**src/rtl/vga_capture.sv**
```systemverilog
// vga_capture: receive side of the VGA pixel path.
// Rebuilds the h/v pixel counters from the falling edges of the active-low syncs.
// Writes every pixel inside the inclusive margin window to a frame buffer at sequential addresses.
// Optional feature macro: VGA_CAPTURE_CHECKSUM_EN adds a per-frame 16-bit pixel sum on Checksum.
module vga_capture #(
    parameter int unsigned DATA_WIDTH      = 12,
    parameter int unsigned COLOR_WIDTH     = 4,
    parameter int unsigned REZ_MAX_WIDTH   = 11,
    parameter int unsigned HL_MARGIN_WIDTH = 11,
    parameter int unsigned HR_MARGIN_WIDTH = 11,
    parameter int unsigned VL_MARGIN_WIDTH = 11,
    parameter int unsigned VR_MARGIN_WIDTH = 11,
    parameter int unsigned ADDR_WIDTH      = 19
) (
    input  logic                       Clk,
    input  logic                       Rst,
    input  logic                       Pixel_en,
    input  logic                       Enable,
    input  logic                       Hsync,
    input  logic                       Vsync,
    input  logic [COLOR_WIDTH-1:0]     Red,
    input  logic [COLOR_WIDTH-1:0]     Green,
    input  logic [COLOR_WIDTH-1:0]     Blue,
    input  logic [HL_MARGIN_WIDTH-1:0] H_left_margin,
    input  logic [HR_MARGIN_WIDTH-1:0] H_right_margin,
    input  logic [VL_MARGIN_WIDTH-1:0] V_left_margin,
    input  logic [VR_MARGIN_WIDTH-1:0] V_right_margin,
    output logic                       Wr_en,
    output logic [ADDR_WIDTH-1:0]      Wr_addr,
    output logic [DATA_WIDTH-1:0]      Wr_data,
    output logic                       Frame_done,
    output logic                       Busy,
    output logic                       Line_err,
    output logic [7:0]                 Frame_cnt
`ifdef VGA_CAPTURE_CHECKSUM_EN
    ,
    output logic [15:0]                Checksum
`endif
);

    // Line counter is one bit wider than the pixel counters so a full-width line length fits.
    localparam int unsigned LINE_W = REZ_MAX_WIDTH + 1;
    localparam int unsigned CMP_W  = 32;
    localparam int unsigned SUM_W  = 16;

    typedef enum logic [1:0] {
        ST_IDLE    = 2'd0,
        ST_ARMED   = 2'd1,
        ST_CAPTURE = 2'd2
    } state_t;

    state_t                   state_q, state_d;
    logic                     hs_prev_q, hs_prev_d;
    logic                     vs_prev_q, vs_prev_d;
    logic [REZ_MAX_WIDTH-1:0] count_h_q, count_h_d;
    logic [REZ_MAX_WIDTH-1:0] count_v_q, count_v_d;
    logic [ADDR_WIDTH-1:0]    addr_cnt_q, addr_cnt_d;
    logic [LINE_W-1:0]        line_cnt_q, line_cnt_d;
    logic                     wr_en_q, wr_en_d;
    logic [ADDR_WIDTH-1:0]    wr_addr_q, wr_addr_d;
    logic [DATA_WIDTH-1:0]    wr_data_q, wr_data_d;
    logic                     frame_done_q, frame_done_d;
    logic                     busy_q, busy_d;
    logic                     line_err_q, line_err_d;
    logic [7:0]               frame_cnt_q, frame_cnt_d;
`ifdef VGA_CAPTURE_CHECKSUM_EN
    logic [SUM_W-1:0]         acc_q, acc_d;
    logic [SUM_W-1:0]         checksum_q, checksum_d;
`endif

    logic                     hs_edge;
    logic                     vs_edge;
    logic                     any_edge;
    logic                     in_window;
    logic                     pix_active;
    logic [LINE_W-1:0]        expected_len;
    logic                     line_bad;
    logic [DATA_WIDTH-1:0]    pixel_word;

    // Sync edge detection, window test and line-length comparison.
    always_comb begin
        hs_edge      = Pixel_en & hs_prev_q & ~Hsync;
        vs_edge      = Pixel_en & vs_prev_q & ~Vsync;
        any_edge     = hs_edge | vs_edge;
        in_window    = (CMP_W'(count_h_q) >= CMP_W'(H_left_margin))  &&
                       (CMP_W'(count_h_q) <= CMP_W'(H_right_margin)) &&
                       (CMP_W'(count_v_q) >= CMP_W'(V_left_margin))  &&
                       (CMP_W'(count_v_q) <= CMP_W'(V_right_margin));
        pix_active   = Pixel_en & ~any_edge & in_window;
        expected_len = LINE_W'(H_right_margin) - LINE_W'(H_left_margin) + LINE_W'(1);
        line_bad     = (line_cnt_q != '0) && (line_cnt_q != expected_len);
        pixel_word   = DATA_WIDTH'({Blue, Green, Red});
    end

    // Sync history and h/v counter rebuild; Vsync wins over a simultaneous Hsync edge.
    always_comb begin
        hs_prev_d = hs_prev_q;
        vs_prev_d = vs_prev_q;
        count_h_d = count_h_q;
        count_v_d = count_v_q;
        if (Pixel_en) begin
            hs_prev_d = Hsync;
            vs_prev_d = Vsync;
            if (vs_edge) begin
                count_h_d = '0;
                count_v_d = '0;
            end else if (hs_edge) begin
                count_h_d = '0;
                count_v_d = count_v_q + REZ_MAX_WIDTH'(1);
            end else begin
                count_h_d = count_h_q + REZ_MAX_WIDTH'(1);
            end
        end
    end

    // Capture FSM: next state, write staging, frame and line bookkeeping.
    always_comb begin
        state_d      = state_q;
        addr_cnt_d   = addr_cnt_q;
        line_cnt_d   = line_cnt_q;
        wr_en_d      = 1'b0;
        wr_addr_d    = wr_addr_q;
        wr_data_d    = wr_data_q;
        frame_done_d = 1'b0;
        line_err_d   = line_err_q;
        frame_cnt_d  = frame_cnt_q;
`ifdef VGA_CAPTURE_CHECKSUM_EN
        acc_d        = acc_q;
        checksum_d   = checksum_q;
`endif
        if (any_edge) begin
            line_cnt_d = '0;
        end

        unique case (state_q)
            ST_IDLE: begin
                if (Enable) begin
                    state_d = ST_ARMED;
                end
            end
            ST_ARMED: begin
                if (!Enable) begin
                    state_d = ST_IDLE;
                end else if (vs_edge) begin
                    state_d    = ST_CAPTURE;
                    addr_cnt_d = '0;
                    line_cnt_d = '0;
                    line_err_d = 1'b0;
`ifdef VGA_CAPTURE_CHECKSUM_EN
                    acc_d      = '0;
`endif
                end
            end
            ST_CAPTURE: begin
                if (vs_edge) begin
                    // End of frame; the same edge starts the next frame when still enabled.
                    frame_done_d = 1'b1;
                    frame_cnt_d  = frame_cnt_q + 8'd1;
                    addr_cnt_d   = '0;
                    if (line_bad) begin
                        line_err_d = 1'b1;
                    end
`ifdef VGA_CAPTURE_CHECKSUM_EN
                    checksum_d   = acc_q;
                    acc_d        = '0;
`endif
                    if (!Enable) begin
                        state_d = ST_IDLE;
                    end
                end else if (hs_edge) begin
                    if (line_bad) begin
                        line_err_d = 1'b1;
                    end
                end else if (pix_active) begin
                    wr_en_d    = 1'b1;
                    wr_addr_d  = addr_cnt_q;
                    wr_data_d  = pixel_word;
                    addr_cnt_d = addr_cnt_q + ADDR_WIDTH'(1);
                    line_cnt_d = line_cnt_q + LINE_W'(1);
`ifdef VGA_CAPTURE_CHECKSUM_EN
                    acc_d      = acc_q + SUM_W'(pixel_word);
`endif
                end
            end
            default: begin
                state_d = ST_IDLE;
            end
        endcase

        busy_d = (state_d != ST_IDLE);
    end

    // State and output registers with synchronous reset.
    always_ff @(posedge Clk) begin
        if (Rst) begin
            state_q      <= ST_IDLE;
            hs_prev_q    <= 1'b1;
            vs_prev_q    <= 1'b1;
            count_h_q    <= '0;
            count_v_q    <= '0;
            addr_cnt_q   <= '0;
            line_cnt_q   <= '0;
            wr_en_q      <= 1'b0;
            wr_addr_q    <= '0;
            wr_data_q    <= '0;
            frame_done_q <= 1'b0;
            busy_q       <= 1'b0;
            line_err_q   <= 1'b0;
            frame_cnt_q  <= '0;
`ifdef VGA_CAPTURE_CHECKSUM_EN
            acc_q        <= '0;
            checksum_q   <= '0;
`endif
        end else begin
            state_q      <= state_d;
            hs_prev_q    <= hs_prev_d;
            vs_prev_q    <= vs_prev_d;
            count_h_q    <= count_h_d;
            count_v_q    <= count_v_d;
            addr_cnt_q   <= addr_cnt_d;
            line_cnt_q   <= line_cnt_d;
            wr_en_q      <= wr_en_d;
            wr_addr_q    <= wr_addr_d;
            wr_data_q    <= wr_data_d;
            frame_done_q <= frame_done_d;
            busy_q       <= busy_d;
            line_err_q   <= line_err_d;
            frame_cnt_q  <= frame_cnt_d;
`ifdef VGA_CAPTURE_CHECKSUM_EN
            acc_q        <= acc_d;
            checksum_q   <= checksum_d;
`endif
        end
    end

    assign Wr_en      = wr_en_q;
    assign Wr_addr    = wr_addr_q;
    assign Wr_data    = wr_data_q;
    assign Frame_done = frame_done_q;
    assign Busy       = busy_q;
    assign Line_err   = line_err_q;
    assign Frame_cnt  = frame_cnt_q;
`ifdef VGA_CAPTURE_CHECKSUM_EN
    assign Checksum   = checksum_q;
`endif

endmodule

```
**config.mk**
```make
export PLATFORM = sky130hd
export DESIGN_NAME = vga_capture
export DESIGN_NICKNAME = d
export VERILOG_FILES = /design/src/rtl/vga_capture.sv
export SDC_FILE = /design/constraint.sdc
export NUM_CORES = 1
export LEC_CHECK = 0
export CORE_MARGIN = 10
export CORE_UTILIZATION = 54
export CTS_BUF_LIST = sky130_fd_sc_hd__clkbuf_8
export DETAILED_ROUTE_END_ITERATION = 12
export PLACE_DENSITY_LB_ADDON = 0.05
export SYNTH_ARGS = -nofsm -noshare
export SYNTH_HDL_FRONTEND = slang
export SYNTH_SLANG_ARGS = --single-unit
export TNS_END_PERCENT = 10
```
**constraint.sdc**
```tcl
create_clock -name Clk -period 6 [get_ports Clk]
set_input_delay 0.9 -clock Clk [delete_from_list [all_inputs] [get_ports Clk]]
set_output_delay 0.9 -clock Clk [all_outputs]
set_load 0.03 [all_outputs]
```
Yosys cells after proc, flatten, opt, wreduce, memory -nomap -nowiden
Index checks and enable logic that the tools add are counted.
Widths: inputs -> output; s select.
- flip-flop bits (word level): 100
- logic and storage cells: 93
- output and inout bits: 43
- eq/ne operators: 8
- order comparisons: 4
- bitwise operators: 13
- reductions and logical operators: 16
- add/subtract/negate cells: 7
- muxes and demuxes: 31
- operators with widths (cell ; count):
    $mux 19 ; 5
    $mux 12 ; 6
    $mux 11 ; 4
    $pmux 19 s2 ; 1
    $add 12x1->12 const B ; 2
    $pmux 12 s2 ; 1
    $add 11x1->11 const B ; 2
    $ge 11x11->1 ; 2
    $le 11x11->1 ; 2
    $add 19x1->19 const B ; 1
    $ne 12x12->1 ; 1
    $reduce_bool 12->1 ; 1
    $sub 11x11->12 ; 1
    $mux 2 ; 5
    $ne 3x3->1 const B ; 3
    $add 8x1->8 const B ; 1
    $reduce_and 4->1 ; 2
    $mux 1 ; 7
    $and 1x1->1 ; 6
    $not 1->1 ; 6
    $pmux 2 s3 ; 1
    $reduce_bool 2->1 ; 3
    $reduce_and 5->1 ; 1
    $logic_and 1x1->1 ; 4
    other kinds (9) ; 11

Depth between registers and ports, before layout
Gate-level depths: netlist of run 1.
- depth after elaboration: 10
- gate-level depth with buffers: 13
- gate-level depth less buffers: 13

Worst setup path before layout of run 1
No wires, ideal clock.
- path kind: input-to-reg
- start point: input port H_right_margin[1]
- end point: register line_err_q (netlist: Line_err)
- path slack: 2.700 ns
- buffers on the path: 0
- stages: 13
- data arrival time: 3.174 ns
- library setup time: 0.127 ns
- cells stage by stage: inv_1 > ha_1 > inv_1 > ha_1 > fa_1 > a21o_1 > a211oi_1 > nor2_1 > o41ai_1 > xor2_1 > nor2_1 > a31oi_1 > a31oi_1
- cells in the longest elaborated chain, start to end: 8
- ends and longest elaborated chain (what ; line ; source):
    start, declared ; 25 ; input logic [HR_MARGIN_WIDTH-1:0] H_right_margin,
    $sub 11x11->12 * ; 90 ; expected_len = LINE_W'(H_right_margin) - LINE_W'(H_left_margin) + LINE_W'(1);
    $add 12x1->12 * ; 90 ;
    $ne 12x12->1 * ; 91 ; line_bad = (line_cnt_q != '0) && (line_cnt_q != expected_len);
    $logic_and 1x1->1 * ; 91 ;
    $mux 1 * ; n/a ;
    $mux 1 ; n/a ;
    $mux 1 * ; n/a ;
    $pmux 1 s2 * ; n/a ;
    end signal, assigned ; 227 ; line_err_q <= line_err_d;
    end, declared ; 64 ; logic line_err_q, line_err_d;
Every way passes the cells marked *; elsewhere a longest branch is shown, timed or not. The select of a mux whose other input is x is not followed.
A chain may end at the register's enable or synchronous reset.

Worst setup path after layout of run 1
- start point: input port H_right_margin[2]
- end point: register wr_data_q[5] (netlist: Wr_data[5])
- cells in the longest elaborated chain, start to end: 6
- ends and longest elaborated chain (what ; line ; source):
    $le 11x11->1 ; 86 ; (CMP_W'(count_h_q) <= CMP_W'(H_right_margin)) &&
    $logic_and 1x1->1 ; 85 ; in_window = (CMP_W'(count_h_q) >= CMP_W'(H_left_margin)) &&
    $logic_and 1x1->1 ; 86 ;
    $logic_and 1x1->1 ; 87 ; (CMP_W'(count_v_q) >= CMP_W'(V_left_margin)) &&
    $and 1x1->1 ; 89 ; pix_active = Pixel_en & ~any_edge & in_window;
    $reduce_and 4->1 (no source line) ; n/a ;
    end signal, assigned ; 224 ; wr_data_q <= wr_data_d;
    end, declared ; 61 ; logic [DATA_WIDTH-1:0] wr_data_q, wr_data_d;
No other way between the ends.

==> impl_results.md, run 1 <==
- Num CTS Buffers: 9
- CP Data Arrival Time: 4.29 ns
- Mapped cell area: 6243 µm²
- Die Wd: ~130 µm
- Hold_buf cts: 0
- Largest family of logic cells by synthesized area: simple AND/OR/NAND/NOR gates
- Vias in the first global route: 5325
- Clk slew on worst S/H paths: 0.09 ns
- Remaining global-route overflow: 0
- DP Wirelength: 11760 µm
- Reg2Reg Depth: 9
- Stages on the worst setup path: 11
- Post-route setup TNS: 0 ns
- Synth warn: 0
- Height of the die: 127.5 µm
- Type of the worst min-delay path: reg -> reg
- I/O Buffers: about 100
- Placed cell area: 7362 µm²
- Synth Instances: 737
- Max cap viols: 0
- Most common cell in the netlist: dfxtp_1
- Post-synth EDFFs: 0
- Layout cells sized above 1: 4.077%
- IO Count: 105
- Ys flop type: dfxtp_1
- Top-area cell type share of the netlist area: between 30% and 40%
- Setup CP Type: in -> reg
- Final wirelength: roughly 15000 µm
- Power Total: ~1.3 mW
- Largest net degree at the start of global routing: 45
- Global-route wire length before repair: 25220 µm
- Iteration-0 DRC count of the detailed router: 282
- Wire per inst: 15.60 µm
- Post-synthesis mux area share: 5.291%
- Min Tclk post-route: between 4 and 5 ns
- Final number of hold-violating endpoints: 0
- Post-synthesis adder-cell area fraction: 15.35%
- Area leader, netlist: dfxtp_1
- Worst-Skew Late Latency: 0.38 ns
- Post-synthesis simple-gate area fraction: 20.14%
- CP Buf/Inv Count: 2
- Most frequent cells after synthesis: dfxtp_1, nor2_1, ha_1
- Final setup vio count: 0
- CP peak stage delay: a little over 0.9 ns
- Max transition margin: 24.09%
- ANT nets after route: 0
- Crit-path leading delay family: simple AND/OR/NAND/NOR gates
- Register area share after synthesis: 32.06%
- CTS sink cnt: 100
- Tcrit/Tclk final: a little under 70%
- Vias per cell: between 5 and 6
- Max Buffers Root-to-Sink: 2
- CP dominant cell by count: a21oi_1
- Worst-margin pin slew: 1.136 ns
- Compound-gate portion of the synthesized area: 15.95%
- Post-CTS Resized: 0
- Pleak: 3.055 nW
- Initial antenna violation count: 0
- Maximum VDD drop: 0.0001673 V
- Clk root buf: clkbuf_8
- Distinct cells, synth: 64
- Area of the multi-input gates: between 3000 and 4000 µm²
- Clock Skew: 0.01132 ns
- Initial Utilization: 54.91%
- Worst setup SP type: input pin
- Post-synth ARST share: 0%
- Mapped Nets: 875
- GP Congestion: just under 0.9
- F_max: 247.6 MHz
- Min-Delay Path Depth: 2
- Vias: approximately 5600
- Count of final max-slew check failures: 0
- FF+latch area: 2002 µm²
- Fillers: 956
- Area Overhead vs Synth: 20.92%
- Router iterations before antenna repair: 5
- Antenna Cells: 0
- Yosys reg bits: 100
- Critical Path Fanout Max: 31
- Finished Cell Area: 7550 µm²
- CP Data Required Time: 6.25 ns
- RSZ-0062 raised after global routing: false
- Mean area per synthesized cell: 8.471 µm²
- Post-CTS setup buffer count: 0
- Pwr per Cell Area: 172.6 nW/µm²
- DR DRC count: 0
- Max stage delay cell, worst path: nor2_4
- CP Cell Sequence: clkdlybuf4s50_1 > inv_1 > ha_1 > a21oi_1 > a21oi_1 > o31ai_1 > a21oi_1 > or3_1 > nor2_4 > mux2i_1 > nor2_1
- Status: finished clean
- Fin nets: 968
- CTS tree: yes
- Synth area leaders: dfxtp_1, ha_1, nor2_1
- Core Box Area: approximately 11000 µm²
- Crit path capture type: flop
- H-tree depth: 3
- Row cnt: 39
- Synth Area in XOR/XNOR: 6.032%
- Die ar.: 16260 µm²
- Total track usage: a little under a fifth
[power by group]
part           internal, mW  total (mW)  switching, mW
Clock                 0.191       0.431          0.240
Combinational        0.0993       0.200          0.101
Sequential            0.668       0.672        0.00415
Total                 0.957        1.30          0.345
[cell families (layout without fill, tap and decap cells)]
kind of cell    count (synthesis)  count (layout)
xor+xnor                       43              43
flops                         100             100
buf+inv                        80             177
simple gates                  259             259
compound gates                146             146
fa+ha+maj                      76              76
mux                            33              33
[layer usage]
| metal | vias to the layer above | GRT usage [%] | wire [µm] |
|---|---|---|---|
| met5 | - | 0 | 0 |
| met4 | 0 | 6.363 | 291 |
| met3 | 30 | 6.369 | 1306 |
| met2 | 164 | 27.83 | 6669 |
| met1 | 2580 | 23.56 | 6977 |
| li1 | 2788 | - | - |
[cells in the final DEF (no fill, tap or decap), types with 3 or more instances in the layout]
cell type	n
nand3_1	24
nor2_1	94
a21oi_1	37
inv_1	57
nor4_1	12
or3_1	8
a211o_1	3
xnor2_1	21
o31ai_1	7
nor3_1	9
o211ai_1	3
o22ai_1	3
xor2_1	22
ha_1	75
o21ai_1	7
or2_2	3
o41ai_1	4
nand3b_1	4
clkbuf_8	9
nand4_1	16
a31oi_1	5
nand2b_1	7
mux2i_1	33
a21o_1	10
clkdlybuf4s50_1	103
and3_1	16
nand2_1	48
a22o_1	3
o21ai_0	36
a211oi_1	6
o21a_1	4
nor2b_1	5
dfxtp_1	100
[worst min-delay path: stages (launching register included)]
cell,delay (ns)
dfxtp_1,0.34
mux2i_1,0.06
nor2_1,0.07
[path summary, 6_finish.rpt]
kind                                                start                       to  slack, ns
worst min register to register    Wr_addr[4]$_SDFFE_PP0P_  Wr_addr[4]$_SDFFE_PP0P_       0.51
worst max register to register  count_h_q[2]$_SDFFE_PP0P_  Wr_data[5]$_SDFFE_PP0P_       2.61
worst max-delay path                    H_right_margin[2]  Wr_data[5]$_SDFFE_PP0P_       1.96
worst min-delay path              Wr_addr[4]$_SDFFE_PP0P_  Wr_addr[4]$_SDFFE_PP0P_       0.51
[layout make-up]
type	instances	share of cell area, %
clock buffer	9	1.641
clock inverter	6	0.8452
sequential	100	26.52
tap	143	2.370
timing repair buffer	105	13.82
multi-input combinational	557	51.97
inverter	57	2.834
[registers in the layout, summed over array words and instances, names as in the netlist, 2 cells and up]
signal / count
Wr_data: 12
count_h_q: 11
count_v_q: 11
state_q: 2
line_cnt_q: 12
Wr_addr: 19
addr_cnt_q: 19
Frame_cnt: 8
[through the flow]
stage	utilization (%)	setup WS, ns	hold WS (ns)	std cells
floorplan	-	2.700	0.4554	737
global placement	64.75	1.691	0.4722	962
detailed placement	64.75	1.612	0.4849	962
CTS	66.40	2.001	0.5089	977
global route	66.40	1.751	0.5318	977
finish	66.40	1.962	0.5068	977
No activity file was read; power rests on OpenSTA's default activity.
==> inputs of run 2 (changes only) <==
Settings changed: CORE_UTILIZATION 54 to 50.
Clock period 6 ns to 3.65 ns, I/O delays scaled along.
==> impl_results.md, run 2 (synthesis results as in run 1) <==
- Pwr per Cell Area: 282.2 nW/µm² (was 172.6 nW/µm²)
- Post-CTS setup buffer count: 0 (unchanged)
- Clk slew on worst S/H paths: 0.10 ns (was 0.09 ns)
- Total track usage: 17.79% (was 18.32%)
- GP Congestion: 0.8781 (was 0.8761)
- Maximum VDD drop: 0.0002854 V (was 0.0001673 V)
- Min Tclk post-route: 3.193 ns
- Commonest non-fill, non-tap cell in the layout: clkdlybuf4s50_1 (unchanged)
- Area of the multi-input gates: 3924 µm² (unchanged)
- Pleak: 3.107 nW (was 3.055 nW)
- Worst reg2reg endpoint: addr_cnt_q[5]$_SDFFE_PP0P_ (was Wr_data[5]$_SDFFE_PP0P_)
- I/O Buffers: 104 (unchanged)
- Clock Skew: 0.01888 ns (was 0.01132 ns)
- CTS tree: yes (unchanged)
- Final number of hold-violating endpoints: 0 (unchanged)
- Core Box Area: 12110 µm² (was 11370 µm²)
- Reg2Reg Depth: 10 (was 9)
- Power Total: 2.164 mW (was 1.303 mW)
- Layout cells sized above 1: 5.101% (was 4.077%)
- IO Count: 105 (unchanged)
- DR DRC count: 0 (unchanged)
- DP Wirelength: 12200 µm (was 11760 µm)
- Global-route wire length before repair: 26270 µm (was 25220 µm)
- Vias per cell: 5.470 (was 5.693)
- Met2 wire length: 7019 µm (was 6669 µm)
- Die Wd: 131.7 µm (was 127.5 µm)
- CP Data Required Time: 3.89 ns (was 6.25 ns)
- Post-CTS Resized: 0 (unchanged)
- Vias in the first global route: 5379 (was 5325)
- Worst-Skew Late Latency: 0.38 ns (about the same)
- Post-route setup TNS: 0 ns (unchanged)
- RSZ-0062 raised after global routing: false (unchanged)
- Reg2reg start: count_v_q[0]$_SDFFE_PP0P_ (was count_h_q[2]$_SDFFE_PP0P_)
- Worst setup startpoint: H_right_margin[1] (was H_right_margin[2])
- Status: finished clean (unchanged)
- Final setup vio count: 0 (unchanged)
- Crit path capture type: flop (unchanged)
- Max cap viols: 0 (unchanged)
- Wire per inst: 15.58 µm (was 15.60 µm)
- Vias: 5530 (was 5562)
- FF+latch area: 2002 µm² (unchanged)
- CP Data Arrival Time: 3.44 ns (was 4.29 ns)
- R2R setup slack: 0.81 ns (was 2.61 ns)
- F_max: 313.2 MHz
- Fin Hold WS: 0.5014 ns (was 0.5068 ns)
- ANT nets after route: 0 (unchanged)
- Area Overhead vs Synth: 22.81% (was 20.92%)
- Worst setup SP type: input pin (unchanged)
- Antenna Cells: 0 (unchanged)
- Util after Layout: 63.31% (was 66.40%)
- Max transition margin: 43.60% (was 24.09%)
- Commonest cells after routing, fill and taps aside: clkdlybuf4s50_1, dfxtp_1, nor2_1 (unchanged)
- Fillers: 1082 (was 956)
- Met3 Routed Length: 1011 µm (was 1306 µm)
- WL met1: 7508 µm (was 6977 µm)
- Iteration-0 DRC count of the detailed router: 309 (was 282)
- Critical Path Fanout Max: 3 (was 31)
- CTS sink cnt: 100 (unchanged)
- Fin nets: 976 (was 968)
- Type of the worst min-delay path: reg -> reg (unchanged)
- Max Buffers Root-to-Sink: 2 (unchanged)
- Largest net degree at the start of global routing: 52 (was 45)
- Crit path to: Line_err$_SDFFE_PP0P_ (was Wr_data[5]$_SDFFE_PP0P_)
- Num CTS Buffers: 9 (unchanged)
- Row cnt: 40 (was 39)
- Height of the die: 131.7 µm (was 127.5 µm)
- Initial Utilization: 51.55% (was 54.91%)
- Router iterations before antenna repair: 5 (unchanged)
- Die ar.: 17360 µm² (was 16260 µm²)
- Setup CP Type: in -> reg (unchanged)
- Min-Delay Path Depth: 2 (unchanged)
- Tcrit/Tclk final: 87.47%
- Count of final max-slew check failures: 0 (unchanged)
- Final wirelength: 15760 µm (was 15250 µm)
- Clk root buf: clkbuf_8 (unchanged)
- Highest metal used: met4 (unchanged)
- H-tree depth: 3 (unchanged)
- Worst-margin pin slew: 0.8384 ns (was 1.136 ns)
- Hold_buf cts: 0 (unchanged)
- Remaining global-route overflow: 0 (unchanged)
- Initial antenna violation count: 0 (unchanged)
==> run 2: cell type report <==
cell class / instances / share of cell area, %
clock buffer: 11 / 1.975
clock inverter: 5 / 0.6527
inverter: 57 / 2.790
multi-input combinational: 557 / 51.17
sequential: 100 / 26.11
tap: 168 / 2.742
timing repair buffer: 113 / 14.56
==> run 2: through the flow <==
| stage | setup WS, ns | area (µm²) | instances |
|---|---|---|---|
| after detailed placement | 0.1167 | 7466 | 995 |
| final | 0.4574 | 7667 | 1011 |
| after floorplan | 0.7022 | 6243 | 737 |
| after global placement | 0.1925 | 7466 | 995 |
| after CTS | 0.4971 | 7667 | 1011 |
| after global routing | 0.1924 | 7667 | 1011 |
==> run 2: worst min path at each step <==
| stage | startpoint | end | slack, ns |
|---|---|---|---|
| 6_report | Wr_addr[10]$_SDFFE_PP0P_ | Wr_addr[10]$_SDFFE_PP0P_ | 0.50 |
| 5_1_grt | Wr_addr[10]$_SDFFE_PP0P_ | Wr_addr[10]$_SDFFE_PP0P_ | 0.53 |
| 4_1_cts | Wr_data[11]$_SDFFE_PP0P_ | Wr_data[11]$_SDFFE_PP0P_ | 0.51 |
| 3_5_place_dp | Wr_addr[10]$_SDFFE_PP0P_ | Wr_addr[10]$_SDFFE_PP0P_ | 0.48 |
| 3_3_place_gp | Wr_data[11]$_SDFFE_PP0P_ | Wr_data[11]$_SDFFE_PP0P_ | 0.47 |
| 2_1_floorplan | addr_cnt_q[17]$_SDFFE_PP0P_ | addr_cnt_q[17]$_SDFFE_PP0P_ | 0.46 |
==> run 2: metal layers <==
layer	global-route usage [%]	up-vias
li1	-	2813
met3	5.716	17
met5	0	-
met4	4.326	0
met1	22.76	2544
met2	28.33	156
==> run 2: worst max-delay path: stages <==
cell             delay (ns)
clkdlybuf4s50_1        0.46
inv_1                  0.06
ha_1                   0.26
inv_1                  0.04
ha_1                   0.21
fa_1                   0.41
a21o_1                 0.21
a211oi_1               0.23
nor2_1                 0.10
o41ai_1                0.27
buf_4                  0.19
xor2_1                 0.16
nor2_1                 0.05
a31oi_1                0.14
a31oi_1                0.11
==> run 2: where the power goes <==
part	switching, mW	internal (mW)	leakage, nW
registers	0.00668	1.10	0.807
logic	0.169	0.168	2.20
clock network	0.421	0.302	0.102
==> inputs of run 3 (changes only) <==
--- a/config.mk
+++ b/config.mk
@@ -6,6 +6,7 @@
 export NUM_CORES = 1
 export LEC_CHECK = 0
+export ABC_AREA = 1
 export CORE_MARGIN = 10
-export CORE_UTILIZATION = 50
+export CORE_UTILIZATION = 51
 export CTS_BUF_LIST = sky130_fd_sc_hd__clkbuf_8
 export DETAILED_ROUTE_END_ITERATION = 12
==> constraint.sdc (replaced) <==
create_clock -name Clk -period 3.65 [get_ports Clk]
set_input_delay 0.5475 -clock Clk [delete_from_list [all_inputs] [get_ports Clk]]
set_output_delay 0.5475 -clock Clk [all_outputs]
set_load 0.05 [all_outputs]
==> impl_results.md, run 3 <==
- H-tree depth: 3 (unchanged)
- Most common cell in the netlist: nand2_1 (was dfxtp_1)
- Vias per cell: 5.100 (was 5.470)
- Wire per inst: 13.37 µm (was 15.58 µm)
- Worst-Skew Late Latency: 0.39 ns (was 0.38 ns)
- RSZ-0062 raised after global routing: false (unchanged)
- Ys flop type: dfxtp_1 (unchanged)
- Top-area cell type share of the netlist area: 28.83% (was 32.06%)
- CP Data Required Time: 3.91 ns (was 3.89 ns)
- Clk slew on worst S/H paths: 0.09 ns (was 0.10 ns)
- Crit path capture type: flop (unchanged)
- CP dominant cell by count: nand2_1
- Min-Delay Path Depth: 2 (unchanged)
- Iteration-0 DRC count of the detailed router: 387 (was 309)
- Distinct cells, synth: 43 (was 64)
- Clk root buf: clkbuf_8 (unchanged)
- Total track usage: 19.28% (was 17.79%)
- Sw Ratio: 28.33% (was 27.54%)
- Initial Utilization: 52.23% (was 51.55%)
- I/O Buffers: 104 (unchanged)
- Crit-path leading delay family: adder cells (was compound AO/OA/AOI/OAI gates)
- Post-synth ARST share: 0% (unchanged)
- Commonest cells after routing, fill and taps aside: nand2_1, inv_1, nor2_1 (was clkdlybuf4s50_1, dfxtp_1, nor2_1)
- Router iterations before antenna repair: 5 (unchanged)
- Layout cells sized above 1: 3.565% (was 5.101%)
- Largest net degree at the start of global routing: 44 (was 52)
- Count of final max-slew check failures: 0 (unchanged)
- Synth warn: 0 (unchanged)
- Area Overhead vs Synth: 19.91% (was 22.81%)
- Num CTS Buffers: 9 (unchanged)
- DR DRC count: 0 (unchanged)
- CP peak stage delay: 0.50 ns (was 0.46 ns)
- Synth area leaders: dfxtp_1, ha_1, nand2_1 (was dfxtp_1, ha_1, nor2_1)
- Tcrit/Tclk final: 76.77% (was 87.47%)
- Mean area per synthesized cell: 6.570 µm² (was 8.471 µm²)
- Core Box Area: 13300 µm² (was 12110 µm²)
- Antenna Cells: 0 (unchanged)
- Final wirelength: 17740 µm (was 15760 µm)
- Worst-margin pin slew: 0.6931 ns (was 0.8384 ns)
- Filler-free cell count of the finished design: 1326 (was 1011)
- CTS sink cnt: 100 (unchanged)
- Die ar.: 18680 µm² (was 17360 µm²)
- Critical Path Fanout Max: 4 (was 3)
- Pleak: 3.844 nW (was 3.107 nW)
- IO Count: 105 (unchanged)
- Stages on the worst setup path: 15 (unchanged)
- Mapped cell area: 6944 µm² (was 6243 µm²)
- Global-route wire length before repair: 29790 µm (was 26270 µm)
- Status: finished clean (unchanged)
- GP Congestion: 0.8958 (was 0.8781)
- Sequential power share: 49.4% (was 51.0%)
- Remaining global-route overflow: 0 (unchanged)
- CP Cell Sequence: clkdlybuf4s50_1 > ha_1 > inv_1 > ha_1 > fa_1 > nand2_1 > nand2_1 > nand3_1 > nand2_1 > nand2_1 > nand3_1 > a21boi_0 > nand3_1 > nand2_1 > a21oi_1 (was clkdlybuf4s50_1 > inv_1 > ha_1 > inv_1 > ha_1 > fa_1 > a21o_1 > a211oi_1 > nor2_1 > o41ai_1 > buf_4 > xor2_1 > nor2_1 > a31oi_1 > a31oi_1)
- DP Wirelength: 13550 µm (was 12200 µm)
- CP Buf/Inv Count: 2 (was 4)
- Final number of hold-violating endpoints: 0 (unchanged)
- Reg2Reg Depth: 15 (was 10)
- Mapped Nets: 1195 (was 875)
- Final setup vio count: 0 (unchanged)
- Vias in the first global route: 6235 (was 5379)
- ANT nets after route: 0 (unchanged)
- Switching pwr: 638.0 µW (was 596.0 µW)
- Die Wd: 136.7 µm (was 131.7 µm)
- Post-synth EDFFs: 0 (unchanged)
- Most frequent cells after synthesis: nand2_1, inv_1, nor2_1 (was dfxtp_1, nor2_1, ha_1)
- Register area share after synthesis: 28.83% (was 32.06%)
- Max Buffers Root-to-Sink: 2 (unchanged)
- CP Data Arrival Time: 3.07 ns (was 3.44 ns)
- Max transition margin: 53.73% (was 43.60%)
- Area leader, netlist: dfxtp_1 (unchanged)
- Max stage delay cell, worst path: clkdlybuf4s50_1 (unchanged)
- Commonest non-fill, non-tap cell in the layout: nand2_1 (was clkdlybuf4s50_1)
- Synth Instances: 1057 (was 737)
- CTS tree: yes (unchanged)
- DP Cell Count: 1310 (was 995)
- Height of the die: 136.7 µm (was 131.7 µm)
- F_max: 356.9 MHz (was 313.2 MHz)
- Fin nets: 1283 (was 976)
- Worst setup SP type: input pin (unchanged)
- Post-route setup TNS: 0 ns (unchanged)
- Clock Skew: 0.01586 ns (was 0.01888 ns)
- Hold_buf cts: 0 (unchanged)
- Yosys reg bits: 100 (unchanged)
- Fillers: 1285 (was 1082)
- Pwr per Cell Area: 270.5 nW/µm² (was 282.2 nW/µm²)
- Post-CTS setup buffer count: 0 (unchanged)
- Setup CP Type: in -> reg (unchanged)
- Max cap viols: 0 (unchanged)
- Internal power: 1.614 mW (was 1.568 mW)
- Initial antenna violation count: 0 (unchanged)
- Vias: 6762 (was 5530)
- Power share of the combinational group: 17.9% (was 15.6%)
- Post-CTS Resized: 0 (unchanged)
- Min Tclk post-route: 2.802 ns (was 3.193 ns)
- Type of the worst min-delay path: reg -> reg (unchanged)
- Clock share of power: 32.7% (was 33.4%)
- Row cnt: 42 (was 40)
- Maximum VDD drop: 0.0001605 V (was 0.0002854 V)
[run 3: cell families after synthesis]
family | count (synthesis) | share of synthesized area, %
AND/OR/NAND/NOR | 504 | 31.42
buffers and inverters | 192 | 10.79
AO/OA/AOI/OAI | 164 | 12.50
flip-flops | 100 | 28.83
adder cells (fa/ha/maj) | 76 | 13.80
XOR/XNOR | 21 | 2.649
[run 3: power groups by stage]
stage | Clock, mW | Combinational [mW] | Sequential (mW)
after global placement | 0 | 0.396 | 1.14
after floorplan | 0 | 0.254 | 1.14
after detailed placement | 0 | 0.401 | 1.14
after global routing | 0.801 | 0.456 | 1.12
after CTS | 0.753 | 0.403 | 1.11
final | 0.737 | 0.403 | 1.11
[run 3: cell type report]
type / count / area [µm²] / share of cell area [%]
Clock buffer: 10 / 137.6 / 1.653
Clock inverter: 6 / 63.81 / 0.7663
Inverter: 156 / 585.6 / 7.032
Multi-Input combinational cell: 765 / 4197 / 50.40
Sequential cell: 100 / 2002 / 24.04
Tap cell: 176 / 220.2 / 2.645
Timing Repair Buffer: 113 / 1121 / 13.46
[run 3: worst paths after layout]
path                                   from                   endpoint  slack (ns)
setup reg to reg  count_v_q[9]$_SDFFE_PP0P_    Wr_data[0]$_SDFFE_PP0P_        1.17
setup / recovery           H_left_margin[1]      Line_err$_SDFFE_PP0P_        0.85
hold reg to reg   Frame_cnt[7]$_SDFFE_PP0P_  Frame_cnt[7]$_SDFFE_PP0P_        0.48
hold / removal    Frame_cnt[7]$_SDFFE_PP0P_  Frame_cnt[7]$_SDFFE_PP0P_        0.48
[run 3: tightest hold or removal path: stages, from the launching register on]
cell	delay, ns
dfxtp_1	0.32
inv_1	0.06
a21oi_1	0.05
[run 3: per-layer routing]
| metal | wire, µm | vias up | part of all wire, % | global-route usage (%) |
|---|---|---|---|---|
| li1 | - | 3605 | - | - |
| met1 | 8461 | 2987 | 48 | 25.22 |
| met2 | 7765 | 158 | 44 | 30.60 |
| met3 | 1332 | 12 | 7.5 | 5.462 |
| met4 | 176 | 0 | 0.99 | 4.615 |
| met5 | 0 | - | 0 | 0 |
[run 3: metrics by stage]
step / hold WS (ns) / setup WS [ns] / instance area [µm²] / total power [mW] / utilization [%]
6_report: 0.4785 / 0.8477 / 8327 / 2.252 / 62.63
5_1_grt: 0.5176 / 0.6039 / 8327 / 2.372 / 62.63
4_1_cts: 0.4847 / 0.8570 / 8327 / 2.269 / 62.63
3_5_place_dp: 0.4608 / 0.4509 / 8125 / 1.539 / 61.11
3_3_place_gp: 0.4598 / 0.4969 / 8125 / 1.534 / 61.11
2_1_floorplan: 0.4673 / 1.228 / 6944 / 1.394 / -
